[src/rtl/adder_arbiter.sv]
// Round-robin scheduler that shares one external combinational adder between
// NUM_REQ requesters. Operands are registered toward the adder, and results are returned tagged with the requester ID.
module adder_arbiter #(
   parameter  int NUM_REQ = 4,
   parameter  int WIDTH   = 4,
   localparam int ID_W    = $clog2(NUM_REQ)
) (
   input  logic                     clk,
   input  logic                     rst_n,
   input  logic [NUM_REQ-1:0]       req_valid,
   input  logic [NUM_REQ*WIDTH-1:0] req_a,
   input  logic [NUM_REQ*WIDTH-1:0] req_b,
   input  logic [NUM_REQ-1:0]       req_cin,
   output logic [NUM_REQ-1:0]       req_ready,
   output logic [WIDTH-1:0]         add_a,
   output logic [WIDTH-1:0]         add_b,
   output logic                     add_cin,
   input  logic [WIDTH-1:0]         add_s,
   input  logic                     add_cout,
   output logic                     rsp_valid,
   input  logic                     rsp_ready,
   output logic [ID_W-1:0]          rsp_id,
   output logic [WIDTH-1:0]         rsp_sum,
   output logic                     rsp_cout,
   output logic                     busy
);

   localparam logic [1:0] IDLE = 2'd0;
   localparam logic [1:0] CALC = 2'd1;
   localparam logic [1:0] RESP = 2'd2;

   logic [1:0]       state_reg;
   logic [ID_W-1:0]  ptr_reg;
   logic [ID_W-1:0]  winner;
   logic [ID_W-1:0]  idx;
   logic             found;
   logic             accept;
   logic [WIDTH-1:0] a_arr [NUM_REQ];
   logic [WIDTH-1:0] b_arr [NUM_REQ];

   generate
      for (genvar gi = 0; gi < NUM_REQ; gi++) begin : g_unpack
         assign a_arr[gi]     = req_a[gi*WIDTH +: WIDTH];
         assign b_arr[gi]     = req_b[gi*WIDTH +: WIDTH];
         assign req_ready[gi] = accept && (winner == ID_W'(gi));
      end
   endgenerate

   // Scan from the farthest offset down so the nearest valid requester to ptr wins.
   always_comb begin
      winner = ptr_reg;
      found  = 1'b0;
      idx    = ptr_reg;
      for (int k = NUM_REQ - 1; k >= 0; k--) begin
         idx = ptr_reg + k[ID_W-1:0];
         if (req_valid[idx]) begin
            winner = idx;
            found  = 1'b1;
         end
      end
   end

   assign accept = rst_n && (state_reg == IDLE) && found;
   assign busy   = (state_reg != IDLE);

   always_ff @(posedge clk or negedge rst_n) begin
      if (!rst_n) begin
         state_reg <= IDLE;
         ptr_reg   <= '0;
         add_a     <= '0;
         add_b     <= '0;
         add_cin   <= 1'b0;
         rsp_valid <= 1'b0;
         rsp_id    <= '0;
         rsp_sum   <= '0;
         rsp_cout  <= 1'b0;
      end else begin
         case (state_reg)
            IDLE: begin
               if (found) begin
                  add_a     <= a_arr[winner];
                  add_b     <= b_arr[winner];
                  add_cin   <= req_cin[winner];
                  rsp_id    <= winner;
                  ptr_reg   <= winner + ID_W'(1);
                  state_reg <= CALC;
               end
            end
            CALC: begin
               rsp_sum   <= add_s;
               rsp_cout  <= add_cout;
               rsp_valid <= 1'b1;
               state_reg <= RESP;
            end
            RESP: begin
               if (rsp_valid && rsp_ready) begin
                  rsp_valid <= 1'b0;
                  state_reg <= IDLE;
               end
            end
            default: state_reg <= IDLE;
         endcase
      end
   end

endmodule

[config.mk]
export PLATFORM = sky130hd
export DESIGN_NAME = adder_arbiter
export DESIGN_NICKNAME = d
export VERILOG_FILES = /design/src/rtl/adder_arbiter.sv
export SDC_FILE = /design/constraint.sdc
export NUM_CORES = 1
export LEC_CHECK = 0
export CORE_ASPECT_RATIO = 0.75
export CORE_MARGIN = 4
export CORE_UTILIZATION = 30
export DETAILED_ROUTE_END_ITERATION = 10
export PLACE_DENSITY_LB_ADDON = 0.25
export SLEW_MARGIN = 20
export SYNTH_ARGS = -nofsm -noshare
export SYNTH_HDL_FRONTEND = slang
export SYNTH_SLANG_ARGS = --single-unit
[constraint.sdc]
create_clock -name clk -period 2.6 [get_ports clk]
set_clock_uncertainty 0.15 [all_clocks]
set_input_delay 0.26 -clock clk [delete_from_list [all_inputs] [get_ports clk]]
set_output_delay 0.26 -clock clk [all_outputs]
set_load 0.02 [all_outputs]
# [Word-level counts from Yosys, hierarchy flattened]
# Index checks and enable logic that the tools add are counted.
[op_classes] add_sub_neg=4 n_lt_le_gt_ge=6 n_eq_ne=7 mux=29 bitwise=1 reduce_logical=14
[op_table] cell="4-bit binary-select mux with 2-bit select" count=2
[op_table] cell="4-bit 2-to-1 mux" count=4
[op_table] cell="2-bit by 3-bit < comparator with 1-bit output, second input constant" count=5
[op_table] cell="2-bit 2-to-1 mux" count=6
[op_table] cell="1-bit binary-select mux with 2-bit select" count=5
[op_table] cell="1-bit 2-to-1 mux" count=10
[op_table] cell="1-bit logical AND" count=7
[op_table] cell="2-bit == test, second input constant" count=3
[op_table] cell="2-bit case mux with 3 select lines" count=1
[op_table] cell="2-bit AND reduction" count=3
[op_table] cell="2-bit by 1-bit adder with 2-bit output, second input constant" count=2
[op_table] cell="2-bit adder, second input constant" count=2
[op_table] cell="2-bit by 1-bit == test with 1-bit output, second input constant" count=2
[op_table] cell="2-bit zero test" count=2
[op_table] cell="2-bit != test, second input constant" count=2
[op_table] cell="2-bit nonzero test" count=2
[op_table] cell="3-bit greater-or-equal comparator, second input constant" count=1
[op_table] cell="2-bit NOT with 3-bit output" count=1
[op_table] cell="1-bit case mux with 2 select lines" count=1
[totals] reg_bits=21 output_inout_bits=22 word_cells=70

# [Logic depth before layout (Yosys ltp)]
[logic_depth] ltp_word=11 ltp_mapped=9 mapped_depth_nobuf=6

# [Least setup slack after synthesis]
# Ideal clock, no wire load.
[synth_path] path_type="reg-to-output" start="reg state_reg[0]" end="out req_ready[1]" arrival_ns=1.673 t_required_ns=2.190 setup_slack_ns=0.517 path_stages_with_launch=7 n_path_buf=1 cell_sequence="dfrtp_1 -> or2_2 -> or2_2 -> buf_2 -> inv_1 -> nand3_1 -> nor2_1"
[synth_via] elab_chain_len=4
[synth_rtl] item="start, declared" line="32" text="logic [1:0] state_reg;"
[synth_rtl] item="start signal, assigned" line="68" text="state_reg <= IDLE;"
[synth_rtl] item="start signal, assigned" line="86" text="state_reg <= CALC;"
[synth_rtl] item="start signal, assigned" line="93" text="state_reg <= RESP;"
[synth_rtl] item="2-bit zero test" line="63" text="assign accept = rst_n && (state_reg == IDLE) && found;"
[synth_rtl] item="1-bit logical AND (2 in a row)" line="63"
[synth_rtl] item="1-bit logical AND" line="45" text="assign req_ready[gi] = accept && (winner == ID_W'(gi));"
[synth_rtl] item="end, declared" line="14" text="output logic [NUM_REQ-1:0] req_ready,"
# No other way between the ends.

# [Worst setup path after layout]
[layout_path] start="in req_valid[3]" end="out req_ready[2]"
[layout_via] elab_chain_len=8 elab_cells_between_ends=19 classes_between="eq/ne: 1; mux: 16; reduce/logical: 2"
[layout_rtl] item="start, declared" line="10" text="input logic [NUM_REQ-1:0] req_valid,"
[layout_rtl] item="1-bit binary-select mux with 2-bit select" line="56" text="if (req_valid[idx]) begin"
[layout_rtl] item="1-bit 2-to-1 mux (implied by the code)" line="56"
[layout_rtl] item="2-bit 2-to-1 mux / 1-bit 2-to-1 mux (equally long branches) (4 in a row)" line="56"
[layout_rtl] item="2-bit == test / 1-bit logical AND (equally long branches)" line="45, 63"
[layout_rtl] item="1-bit logical AND (*)" line="45"
# Mark *: on every way between the ends. The rest lies on a longest branch, timed or not. The select of a mux whose other input is x is not followed.

==> out/qor.csv <==
stage,metric,value,unit
synth,async_flop_share,1.00,
synth,syn_area_per_cell,10.3,µm²
clocking,path_clk_slew,0.08,ns
sta,fmax,403,MHz
floorplan,ios,70,
synth,synth_seq_area_share,0.413,
floorplan,row_count,20,
routing,drc,0,
routing,wl_met1,1690,µm
worst_hold_path,holdCritPathClass,input port to asynchronous set/reset pin,
placement,placed_cell_area,2080,µm²
worst_setup_path,cp_data_required_time,2.19,ns
sta,fin_ws,0.117,ns
grt,grt.overflow.total,0,
flow_run,maxCapViolations,0,
synth,synth_top_area_frac,0.413,
power_and_ir_drop,p_leak,0.907,nW
worst_setup_path,cp_num_buf_inv,3,
floorplan,coreArea,4080,µm²
outcome,status,completed,
floorplan,start_util,0.312,
power_and_ir_drop,p_per_area,1040,nW/µm²
worst_setup_path,worstPathCellList,clkdlybuf4s50_1 -> buf_4 -> a2bb2oi_1 -> o211a_1 -> nand3b_1 -> nor2_1 -> dlygate4sd2_1,
floorplan,die_width,83.2,µm
floorplan,dieArea,5360,µm²
final_layout,drive_gt1_frac,0.188,
final_layout,nNetsFinal,251,
clocking,cts_made_buffers,3,
clocking,cts.sink_count,21,
sta,relSlewSlack,0.557,
worst_setup_path,crit_fanout,6,
sta,post-route-min-period,2.48,ns
routing,met3_length,358,µm
final_layout,num_antenna_cells,0,
routing,highest_layer,met4,
sta,hold_violations,0,
worst_setup_path,crit_family,buffers and inverters,
placement,dp_hpwl,3130,µm
synth,synth_edf_count,0,
routing,wl_met2,1870,µm
placement,gp_congestion,0.879,
grt,first_global_vias,1361,
clocking,post_cts_buffers,0,
floorplan,die_y,64.4,µm
clocking,clock_latency,0.26,ns
sta,worst_pin_slew,0.663,ns
sta,setup_viol,0,
synth,synth.distinct_cells,30,
worst_setup_path,critical_path_class,input port to output port,
routing,viasPerCell,5.12,
routing,first_pass_iters,4,
worst_setup_path,end_kind,output port,
synth,synthesis.nets,172,
sta,fin_tns_setup,0,ns
synth,synth_flop_cell,dfrtp_1,
routing,wire_per_inst,15.4,µm
clocking,ctsHtreeMaxLevel,1,
worst_setup_path,arrival,2.07,ns
routing,wl,3960,µm
sta,rsz0062_at_grt,false,
clocking,cts_tree,yes,
final_layout,fin_util,0.520,
synth,synth_top_area_cell,dfrtp_1,
grt,grt_max_degree,22,
synth,syn_inst,124,
routing,detail-route-antenna-nets,0,
synth,netlist_area,1270,µm²
final_layout,area_delta_synth_final,66.8,%
synth,synth_warnings,0,
clocking,cts_buffer_depth,2,
final_layout,finish.instance_area,2120,µm²
synth,synth_area_leaders,"dfrtp_1 (41%), mux2_4 (8.3%), a221o_1 (7.1%), mux2_2 (6.2%), o21ai_0 (4.7%)",
final_layout,fillCellCount,368,
grt,track_usage,0.150,
clocking,cts_root_buffer,clkbuf_8,
grt,antenna_found_initial,0,
worst_setup_path,cp_slowest_cell,clkdlybuf4s50_1,
grt,grt_pass1_wl,6490,µm
worst_setup_path,start_kind,input port,
final_layout,final_common_cell,clkdlybuf4s50_1,
worst_setup_path,critPathMaxStageDelay,0.51,ns
routing,vias,1315,
routing,dr.first_iter.drc_count,92,
placement,place_ws,-0.111,ns
final_layout,layout_common_cells,"clkdlybuf4s50_1 (65), dfrtp_1 (21), buf_4 (13), o21ai_0 (12), a21oi_1 (11)",
sta,fin_crit_sh,0.955,
placement,io_buffers,69,
sta,slew_violations,0,
power_and_ir_drop,peakVddDrop,0.410,mV
synth,ys_ff_latch,21,
clocking,hold_buffers,0,
final_layout,largest_registers,"add_a (4), add_b (4), rsp_sum (4)",
## stage by stage
step,hold slack (ns),total power [mW],instances
4_1_cts,0.305,2.23,257
2_1_floorplan,-0.186,1.41,124
5_1_grt,0.325,2.37,257
3_3_place_gp,0.315,1.98,253
3_5_place_dp,0.317,2.01,253
6_report,0.300,2.21,257
## per-layer routing
layer,vias up,track usage
met3,6,0.0631
li1,618,-
met2,67,0.252
met1,624,0.181
met5,-,0
met4,0,0.0265
## cells in the mapped netlist (2+ instances only)
library cell,number
dfrtp_1,21
o21ai_0,12
a21oi_1,11
nand3_1,10
a221o_1,9
mux2_2,7
mux2_4,7
nand2_1,7
nor2_1,6
nor2b_1,4
buf_2,3
clkbuf_1,3
or2_2,3
buf_6,2
inv_1,2
nand3b_1,2
o21a_1,2
## area by class of cell
cell class	instances	area, µm²	share of cell area
clock inverter	1	5.00	0.00236
sequential	21	526	0.248
tap	55	68.8	0.0324
clock buffer	3	41.3	0.0195
timing repair buffer	82	783	0.369
multi-input combinational	93	691	0.325
inverter	2	7.51	0.00354
## power by group
part	switching, mW	leakage [nW]	internal [mW]
sequential	0.117	0.254	0.494
clock	0.105	0.0255	0.107
combinational	0.665	0.628	0.719
## final timing paths
path | startpoint | to | slack (ns) | cells past startpoint
max in group asynchronous | rst_n | add_b[1] | 1.79 | 2
worst min-delay path | rst_n | rsp_id[1] | 0.30 | 2
worst max-delay path | req_valid[3] | req_ready[2] | 0.12 | 7
worst max register to register | state_reg[1] | add_a[0] | 0.39 | 5
worst min register to register | rsp_id[0] | rsp_id[0] | 0.33 | 2
min in group clk | rsp_id[0] | rsp_id[0] | 0.33 | 2
## cells by family (layout without fill, tap and decap cells)
kind of cell	count (synthesis)	count (layout)	share of synthesized area
AOI/OAI and AO/OA	39	39	0.207
xor gates and xnor gates	1	1	0.00688
buffers and inverters	10	88	0.0442
DFF	21	21	0.413
muxes	14	14	0.145
and+or+nand+nor	39	39	0.184
## repair_timing
item | in CTS | in global routing
resized for setup | 4 | 0
setup endpoints to repair | 4 | 0
endpoints found under the hold margin | 0 | 0
Power figures use the tool's default switching activity.
